### config.mk
export PLATFORM = sky130hd
export DESIGN_NAME = mem_arbiter
export DESIGN_NICKNAME = d
export VERILOG_FILES = /design/src/rtl/mem_arbiter.sv
export SDC_FILE = /design/constraint.sdc
export NUM_CORES = 1
export LEC_CHECK = 0
export CORE_AREA = 2 2 537 539
export CTS_CLUSTER_SIZE = 16
export DETAILED_ROUTE_END_ITERATION = 6
export DIE_AREA = 0 0 539 541
export MAX_ROUTING_LAYER = met4
export PLACE_DENSITY = 0.3
export SYNTH_ARGS = -nofsm -noshare
export SYNTH_HDL_FRONTEND = slang
export SYNTH_SLANG_ARGS = --single-unit
### constraint.sdc
create_clock -name clk -period 4.82 [get_ports clk]
set_clock_uncertainty 0.1 [all_clocks]
set_input_delay 1.446 -clock clk [delete_from_list [all_inputs] [get_ports clk]]
set_output_delay 1.446 -clock clk [all_outputs]
set_load 0.02 [all_outputs]
### src/rtl/mem_arbiter.sv
// Two-port cache-to-memory arbiter: serialises icache/dcache line transfers onto one memory port.
// Optional `ARB_ROUND_ROBIN_EN` alternates ties; otherwise the dcache always wins a tie.
module mem_arbiter #(
  parameter int ADDR_WIDTH = 32,
  parameter int BUS_WIDTH  = 256
) (
  input  logic                  clk,
  input  logic                  rst,
  input  logic                  imreq,
  input  logic [ADDR_WIDTH-1:0] iad,
  output logic [BUS_WIDTH-1:0]  idt,
  output logic                  acki_n,
  input  logic                  dmreq,
  input  logic                  dmwrite,
  input  logic [ADDR_WIDTH-1:0] dad,
  input  logic [BUS_WIDTH-1:0]  d_wdt,
  output logic [BUS_WIDTH-1:0]  d_rdt,
  output logic                  ackd_n,
  output logic [ADDR_WIDTH-1:0] mad,
  output logic                  mreq,
  output logic                  mwrite,
  output logic [BUS_WIDTH-1:0]  mwdt,
  input  logic [BUS_WIDTH-1:0]  mrdt,
  input  logic                  ackm_n
);

  typedef enum logic [1:0] {IDLE, GNT_I, GNT_D} state_t;

  state_t                state, state_nxt;
  logic                  last_d, last_d_nxt;
  logic                  mwrite_nxt;
  logic [ADDR_WIDTH-1:0] mad_nxt;
  logic [BUS_WIDTH-1:0]  mwdt_nxt;
  logic                  pick_d;

  always_comb begin
`ifdef ARB_ROUND_ROBIN_EN
    // On a tie, serve the side that did not win the previous grant.
    pick_d = dmreq && (!imreq || !last_d);
`else
    pick_d = dmreq;
`endif
  end

  always_comb begin
    state_nxt  = state;
    last_d_nxt = last_d;
    mad_nxt    = mad;
    mwrite_nxt = mwrite;
    mwdt_nxt   = mwdt;
    case (state)
      IDLE: begin
        if (dmreq || imreq) begin
          if (pick_d) begin
            state_nxt  = GNT_D;
            last_d_nxt = 1'b1;
            mad_nxt    = dad;
            mwrite_nxt = dmwrite;
            mwdt_nxt   = d_wdt;
          end else begin
            state_nxt  = GNT_I;
            last_d_nxt = 1'b0;
            mad_nxt    = iad;
            mwrite_nxt = 1'b0;
          end
        end
      end
      GNT_I, GNT_D: begin
        if (!ackm_n) begin
          state_nxt  = IDLE;
          mwrite_nxt = 1'b0;
        end
      end
      default: state_nxt = IDLE;
    endcase
  end

  always_ff @(posedge clk or negedge rst) begin
    if (!rst) begin
      state  <= IDLE;
      last_d <= 1'b0;
      mreq   <= 1'b0;
      mwrite <= 1'b0;
      mad    <= '0;
      mwdt   <= '0;
    end else begin
      state  <= state_nxt;
      last_d <= last_d_nxt;
      mreq   <= (state_nxt != IDLE);
      mwrite <= mwrite_nxt;
      mad    <= mad_nxt;
      mwdt   <= mwdt_nxt;
    end
  end

  // Memory ack is steered combinationally to whichever side holds the grant.
  assign acki_n = !((state == GNT_I) && !ackm_n);
  assign ackd_n = !((state == GNT_D) && !ackm_n);
  assign idt    = mrdt;
  assign d_rdt  = mrdt;

endmodule

==> flow_summary.ini, run 1 <==
[outcome]
outcome = finished, final reports clean

[sta]
period_needed_ns = 4.37
final_hold_viol_count = 0
tightestPinTransition_ns = 0.942
setup_viol = 0
rsz0062_at_grt = false
fin_setup_tns_ns = 0
slew_viol_final = 0
timing.final.crit_share = 0.906
max_freq_ghz = 0.229
slew_headroom = 0.372

[setup_path]
critPathLaunchType = input port
rr_worst_depth = 5
worstPathRequired_ns = 3.27
worstSetupPathType = input port to output pin
crit_path_end_kind = output pin
arrival_ns = 2.82
crit_fanout = 5

[layout]
fin_nets = 1942
stdcell_area_um2 = 24300
area_growth_pct = 52.9
fin_util = 0.0850
layout-drive-gt1-share = 0.224

[clock_tree]
cts_made_buffers = 43
path_clk_slew_ns = 0.05
cts-root-buf = clkbuf_16
post-cts-setup-buffers = 0
clock_path_buffers = 3
clk_latency_ns = 0.63
cts_resized = 0
cts_sinks = 292
cts_tree = yes
ctsHoldBuffers = 0
htreeDepth = 2

[routing]
vias_per_cell = 1.89
vias = 9791
post-route-drc-count = 0
drt_iter0_drc = 351
wl_per_cell_um = 25.6
drtAntennaViolNets = 0
wl_mm = 133
drt_pre_antenna_iters = 4

[synthesis]
yosys_most_used_dff = dfrtp_1
seq_area_frac_synth = 0.459
async_flop_share = 1.00
syn_avg_cell_area_um2 = 13.0
syn_nets = 1808
ys_seq_elements = 292
ys_warn_count = 0
synth_area_leaders = dfrtp_1 46%, buf_4 24%, mux2_4 19%, mux2_1 2.8%, mux2i_1 2.0%
synth_most_common_cell = buf_4
synth_edf_count = 0
syn_area_um2 = 15900
synth.distinct_cells = 23
synthCells = 1222
synthTopCellsByCount = 513 x buf_4, 292 x dfrtp_1, 200 x mux2_4, 40 x mux2_1
synth.top_cell.area_share = 0.459
synth_area_leader_cell = dfrtp_1

[global_route]
grt-ovfl-total = 0
antenna_found_initial = 90
grt_pass1_vias = 10300
grt_pass1_wl_mm = 158
grtUsageTotal = 0.0907
grt_max_degree = 92

[flow_run]
maxCapViolCount = 0

[die]
io_pins = 1386
die_area_um2 = 292000
die_w_um = 539
die_height_um = 541
initial_core_util = 0.0556
core_area_um2 = 286000
row_count = 197

[place]
place_congestion = 0.727
place.detailed.hpwl_mm = 118
place_area_um2 = 22900
portBuffers = 617

[power_and_ir_drop]
ir_worst_vdd_uv = 238
power_density_nw_per_um2 = 691
power.leakage_uw = 0.00909

[min_path]
min_path_type = flip-flop to flip-flop
min_path_cells = 2
==> kinds of logic after synthesis <==
| group | Yosys count | synth area share |
|---|---|---|
| DFF | 292 | 0.459 |
| AOI/OAI and AO/OA | 41 | 0.0135 |
| and+or+nand+nor | 42 | 0.0109 |
| adders and majority gates | 4 | 0.00314 |
| buffers and inverters | 555 | 0.265 |
| muxes | 288 | 0.248 |
==> worst max-delay path, cell delays in order <==
cell and delay (ns):
clkdlybuf4s50_1 0.55, nand2b_1 0.18, clkdlybuf4s50_1 0.64
==> path summary, 6_finish.rpt <==
path | start | to | slack, ns
max in group asynchronous | rst | mwdt[193] | 2.88
max reg2reg | state[1] | mwdt[144] | 2.24
min in group asynchronous | rst | mwdt[223] | 0.76
min reg2reg | mad[11] | mad[11] | 0.38
min | mad[11] | mad[11] | 0.38
max | ackm_n | acki_n | 0.45
==> placed cells by master, fill, tap and decap left out, drive strengths merged <==
cell type      instances
clkdlybuf4s50        615
dfrtp                292
mux2                 256
clkbuf                57
nand2                 35
o21ai                 35
mux2i                 32
buf                   25
diode                 16
clkinv                10
inv                    9
nand2b                 4
ha                     4
a21oi                  3
clkinvlp               2
bufinv                 2
nand3                  1
nor2                   1
a211o                  1
or3                    1
o211ai                 1
o22a                   1
==> metal layers <==
layer	routed length [um]	GRT usage	share of wire	up-vias
li1	-	-	-	3842
met1	40700	0.0775	0.31	4380
met2	58900	0.141	0.44	1142
met3	26700	0.0791	0.20	427
met4	6520	0.0357	0.049	0
met5	0	-	0	-
==> sequential cells by signal (all words and copies together) (netlist names) <==
signal  flops
mad        32
mreq        1
mwdt      256
mwrite      1
state       2
==> stage by stage <==
step | cells | power [uW] | setup slack [ns] | hold WS, ns
6_report | 5184 | 16800 | 0.452 | 0.379
5_1_grt | 5170 | 18100 | 0.424 | 0.402
4_1_cts | 5168 | 17500 | 0.472 | 0.387
3_5_place_dp | 5092 | 14100 | 0.492 | 0.374
3_3_place_gp | 5092 | 14000 | 0.448 | 0.372
2_1_floorplan | 1222 | 8910 | 1.62 | 0.481
==> power by group <==
group | total, uW | internal, uW | switching (uW)
combinational | 9100 | 3980 | 5120
clock | 3240 | 1840 | 1400
sequential | 4490 | 3710 | 778
==> area by class of cell <==
cell class | count | area (um^2)
inverter | 4 | 15.0
sequential | 292 | 7310
timing repair buffer | 640 | 6460
clock buffer | 57 | 1180
multi-input combinational | 375 | 4420
fill | 33000 | 262000
tap | 3781 | 4730
antenna | 16 | 40.0
clock inverter | 19 | 198
(Power assumes the default switching activity.)
==> inputs of run 2 (changes only) <==
Settings changed: CORE_AREA 2 2 537 539 to 2 2 532 534, DIE_AREA 0 0 539 541 to 0 0 534 536, SETUP_SLACK_MARGIN from default to 0.15.
==> run 2 against run 1 <==
Via count fell by 1.1%. Worst hold slack got worse by 0.0015 ns. Setup slack improved by 0.077 ns. Final cell count fell by 0.87%. Sequential power rose by 3%. Clock-buffer cell count rose by 4. Final area fell by 0.48%. Total power fell by 1.1%. Critical path type unchanged.
==> flow_summary.ini, run 2 (synthesis results as in run 1) <==
[global_route]
grt-ovfl-total = 0
grt_pass1_wl_mm = 146
antenna_found_initial = 77
grt_max_degree = 72
grtUsageTotal = 0.0847
grt_pass1_vias = 10000

[setup_path]
regToRegSetupSlack_ns = 2.28
cp.depth = 3
path_cells = clkdlybuf4s50_1 > nand2b_1 > clkdlybuf4s50_1
arrival_ns = 2.75
crit_buf_inv = 2
worstSetupEndpoint = acki_n
critPathLaunchType = input port
rr_worst_depth = 5
slowest_stage = clkdlybuf4s50_1
crit_path_end_kind = output pin
crit_fanout = 5
crit_start = ackm_n
path_delay_family = buffers and inverters
worstPathRequired_ns = 3.27
slowest_delay_ns = 0.61
critPathMostFrequentCell = clkdlybuf4s50_1
worstSetupPathType = input port to output pin
r2r-start = state[0]
reg2reg_to = mwdt[145]

[clock_tree]
cts_sinks = 292
clk_latency_ns = 0.64
ctsHoldBuffers = 0
path_clk_slew_ns = 0.06
cts_tree = yes
cts_made_buffers = 43
clock_path_buffers = 3
cts-root-buf = clkbuf_16
cts_resized = 0
post-cts-setup-buffers = 0
htreeDepth = 2

[power_and_ir_drop]
power_density_nw_per_um2 = 687
ir_worst_vdd_uv = 217
power.leakage_uw = 0.00903

[place]
place.detailed.hpwl_mm = 107
place_congestion = 0.784
preCtsSetupSlack_ns = 0.539
portBuffers = 617

[sta]
slew_headroom = 0.476
max_freq_ghz = 0.233
final_hold_viol_count = 0
fin_ws_ns = 0.529
tightestPinTransition_ns = 0.786
setup_viol = 0
hold_slack_ns = 0.378
fin_setup_tns_ns = 0
rsz0062_at_grt = false
slew_viol_final = 0
timing.final.crit_share = 0.890
period_needed_ns = 4.29

[layout]
layout-drive-gt1-share = 0.217
layout_commonest_cell = clkdlybuf4s50_1
final_cell_mix = 615 x clkdlybuf4s50_1, 292 x dfrtp_1, 200 x mux2_4
nFillCells = 32400
area_growth_pct = 52.2
largest_reg_flops = 256
fin_nets = 1934
reg_top3 = mwdt (256), mad (32), state (2)
top_register = mwdt

[die]
die_area_um2 = 286000
core_area_um2 = 281000
io_pins = 1386
initial_core_util = 0.0567
die_w_um = 534
die_height_um = 536
row_count = 195

[routing]
vias_per_cell = 1.88
drtAntennaViolNets = 0
drt_pre_antenna_iters = 4
wl_mm = 123
post-route-drc-count = 0
vias = 9687
drt_iter0_drc = 365
wl_per_cell_um = 23.9

[min_path]
min_path_type = flip-flop to flip-flop

[outcome]
outcome = finished, final reports clean

[flow_run]
maxCapViolCount = 0
run 2: layout make-up:
class / instances / area [um^2] / share of cell area
tap: 3743 / 4680 / 0.193
inverter: 4 / 15.0 / 0.000620
timing repair buffer: 632 / 6360 / 0.263
sequential: 292 / 7310 / 0.302
clock inverter: 15 / 199 / 0.00821
multi-input combinational: 375 / 4420 / 0.182
antenna: 17 / 42.5 / 0.00176
clock buffer: 61 / 1200 / 0.0497
run 2: worst reg2reg max path, stage by stage (launching register included):
cell     delay (ns)
dfrtp_1        0.43
inv_1          0.09
ha_1           0.34
nand2_8        0.41
buf_4          0.67
mux2_4         0.36
run 2: power by group:
group	leakage, uW	internal, uW	total (uW)	switching (uW)
clock network	0.000679	1910	3340	1420
logic	0.00491	3950	8700	4750
registers	0.00345	3710	4620	905
total	0.00903	9570	16600	7080
run 2: worst min path at each step:
stage / start / end / slack, ns / depth (start not counted)
after CTS: mad[11] / mad[11] / 0.39 / 2
final: mad[11] / mad[11] / 0.38 / 2
after floorplan: mad[2] / mad[2] / 0.48 / 2
after global placement: mad[20] / mad[20] / 0.37 / 2
after global routing: mwdt[224] / mwdt[224] / 0.40 / 1
after detailed placement: mad[11] / mad[11] / 0.37 / 2
run 2: per-stage QoR:
stage                     std cells  area (um^2)  total power [uW]    util
final                          5139        24200             16600  0.0863
after global routing           5126        24200             17800  0.0862
after CTS                      5122        24200             17200  0.0861
after detailed placement       5046        22800             13600  0.0811
after global placement         5046        22800             13600  0.0811
after floorplan                1222        15900              8910       -
run 2: routing by layer:
metal | track usage | wire length [um] | vias up | part of all wire
li1 | - | - | 3825 | -
met1 | 0.0748 | 38500 | 4385 | 0.31
met2 | 0.123 | 51600 | 1086 | 0.42
met3 | 0.0805 | 26500 | 391 | 0.22
met4 | 0.0350 | 6040 | 0 | 0.049
met5 | - | 0 | - | 0
==> inputs of run 3 (changes only) <==
Settings changed: CORE_AREA 2 2 532 534 to 2 2 546 548, DIE_AREA 0 0 534 536 to 0 0 548 550, TNS_END_PERCENT from default to 1.
==> run 3 against run 2 <==
Global-route usage down 0.20 points. Clock-buffer cell count up 7. Non-clock buffer count up 5. Final area up 1.9%. Setup slack better by 0.020 ns. Critical path type unchanged.
==> flow_summary.ini, run 3 (synthesis results as in run 1) <==
[global_route]
grt-ovfl-total = 0
grt_pass1_wl_mm = 149
grtUsageTotal = 0.0827
antenna_found_initial = 73
grt_pass1_vias = 10000
grt_max_degree = 98

[place]
place.detailed.hpwl_mm = 109
portBuffers = 617
place_congestion = 0.750
place_area_um2 = 23100

[setup_path]
regToRegSetupSlack_ns = 2.19
crit_fanout = 5
critPathLaunchType = input port
crit_path_end_kind = output pin
reg2reg_to = mwdt[1]
arrival_ns = 2.73
worstSetupPathType = input port to output pin
worstPathRequired_ns = 3.27
r2r-start = state[0]
rr_worst_depth = 5

[clock_tree]
cts_resized = 0
cts_tree = yes
post-cts-setup-buffers = 0
cts_sinks = 292
cts-root-buf = clkbuf_16
cts_made_buffers = 49
clk_latency_ns = 0.65
path_clk_slew_ns = 0.06
htreeDepth = 2
ctsHoldBuffers = 0
clock_path_buffers = 3

[flow_run]
maxCapViolCount = 0

[routing]
drt_pre_antenna_iters = 4
vias = 9693
wl_per_cell_um = 23.5
post-route-drc-count = 0
drt_iter0_drc = 426
top_layer = met4
wl_mm = 126
drtAntennaViolNets = 0
vias_per_cell = 1.81
wl_met2_mm = 54.4
route.met3.wl_mm = 23.8
m1WireLength_mm = 41.0

[layout]
layout_commonest_cell = clkdlybuf4s50_1
layout-drive-gt1-share = 0.223
final_cell_mix = 615 x clkdlybuf4s50_1, 292 x dfrtp_1, 200 x mux2_4
fin_util = 0.0836
largest_reg_flops = 256
stdcell_area_um2 = 24700
top_register = mwdt
reg_top3 = mwdt (256), mad (32), state (2)
area_growth_pct = 55.1
fin_nets = 1945

[sta]
rsz0062_at_grt = false
max_freq_ghz = 0.234
fin_setup_tns_ns = 0
tightestPinTransition_ns = 0.960
final_hold_viol_count = 0
slew_viol_final = 0
period_needed_ns = 4.27
timing.final.crit_share = 0.886
setup_viol = 0
slew_headroom = 0.358

[power_and_ir_drop]
power.leakage_uw = 0.00915
power_density_nw_per_um2 = 684
total_power_uw = 16900
ir_worst_vdd_uv = 281

[min_path]
min_path_cells = 2
min_from = mad[23]
hold-path-endpoint = mad[23]
min_path_type = flip-flop to flip-flop

[die]
die_area_um2 = 301000
io_pins = 1386
row_count = 200
core_area_um2 = 296000
die_w_um = 548
die_height_um = 550
initial_core_util = 0.0539

[outcome]
outcome = finished, final reports clean
==> run 3: critical path: stages <==
cell and delay (ns):
clkdlybuf4s50_1 0.54, nand2b_1 0.13, clkdlybuf4s50_1 0.61
==> run 3: worst max path at each step <==
| stage | startpoint | endpoint | slack (ns) |
|---|---|---|---|
| global route | ackm_n | ackd_n | 0.51 |
| finish | ackm_n | ackd_n | 0.55 |
| detailed placement | ackm_n | ackd_n | 0.55 |
| global placement | ackm_n | acki_n | 0.49 |
| CTS | ackm_n | ackd_n | 0.55 |
| floorplan | ackm_n | ackd_n | 1.62 |
==> run 3: metrics by stage <==
| step | worst slack (ns) | hold WS (ns) | cells |
|---|---|---|---|
| floorplan | 1.62 | 0.481 | 1222 |
| global placement | 0.491 | 0.365 | 5247 |
| CTS | 0.551 | 0.387 | 5332 |
| detailed placement | 0.549 | 0.374 | 5247 |
| global route | 0.512 | 0.397 | 5336 |
| finish | 0.549 | 0.380 | 5353 |
==> run 3: final cells by class <==
cell class | instances | area, um^2
Antenna cell | 21 | 52.6
Clock buffer | 68 | 1350
Clock inverter | 17 | 223
Tap cell | 3939 | 4930
Sequential cell | 292 | 7310
Multi-Input combinational cell | 375 | 4420
Fill cell | 34000 | 271000
Timing Repair Buffer | 637 | 6400
Inverter | 4 | 15.0
==> run 3: layer usage <==
layer,global-route usage,vias up
li1,-,3868
met3,0.0674,376
met5,-,-
met2,0.123,1047
met1,0.0753,4402
met4,0.0406,0
==> run 3: power breakdown <==
part | total (uW) | internal [uW] | switching [uW] | leakage [uW]
combinational | 8760 | 3950 | 4810 | 0.00493
clock | 3650 | 2160 | 1490 | 0.000773
sequential | 4490 | 3710 | 775 | 0.00345
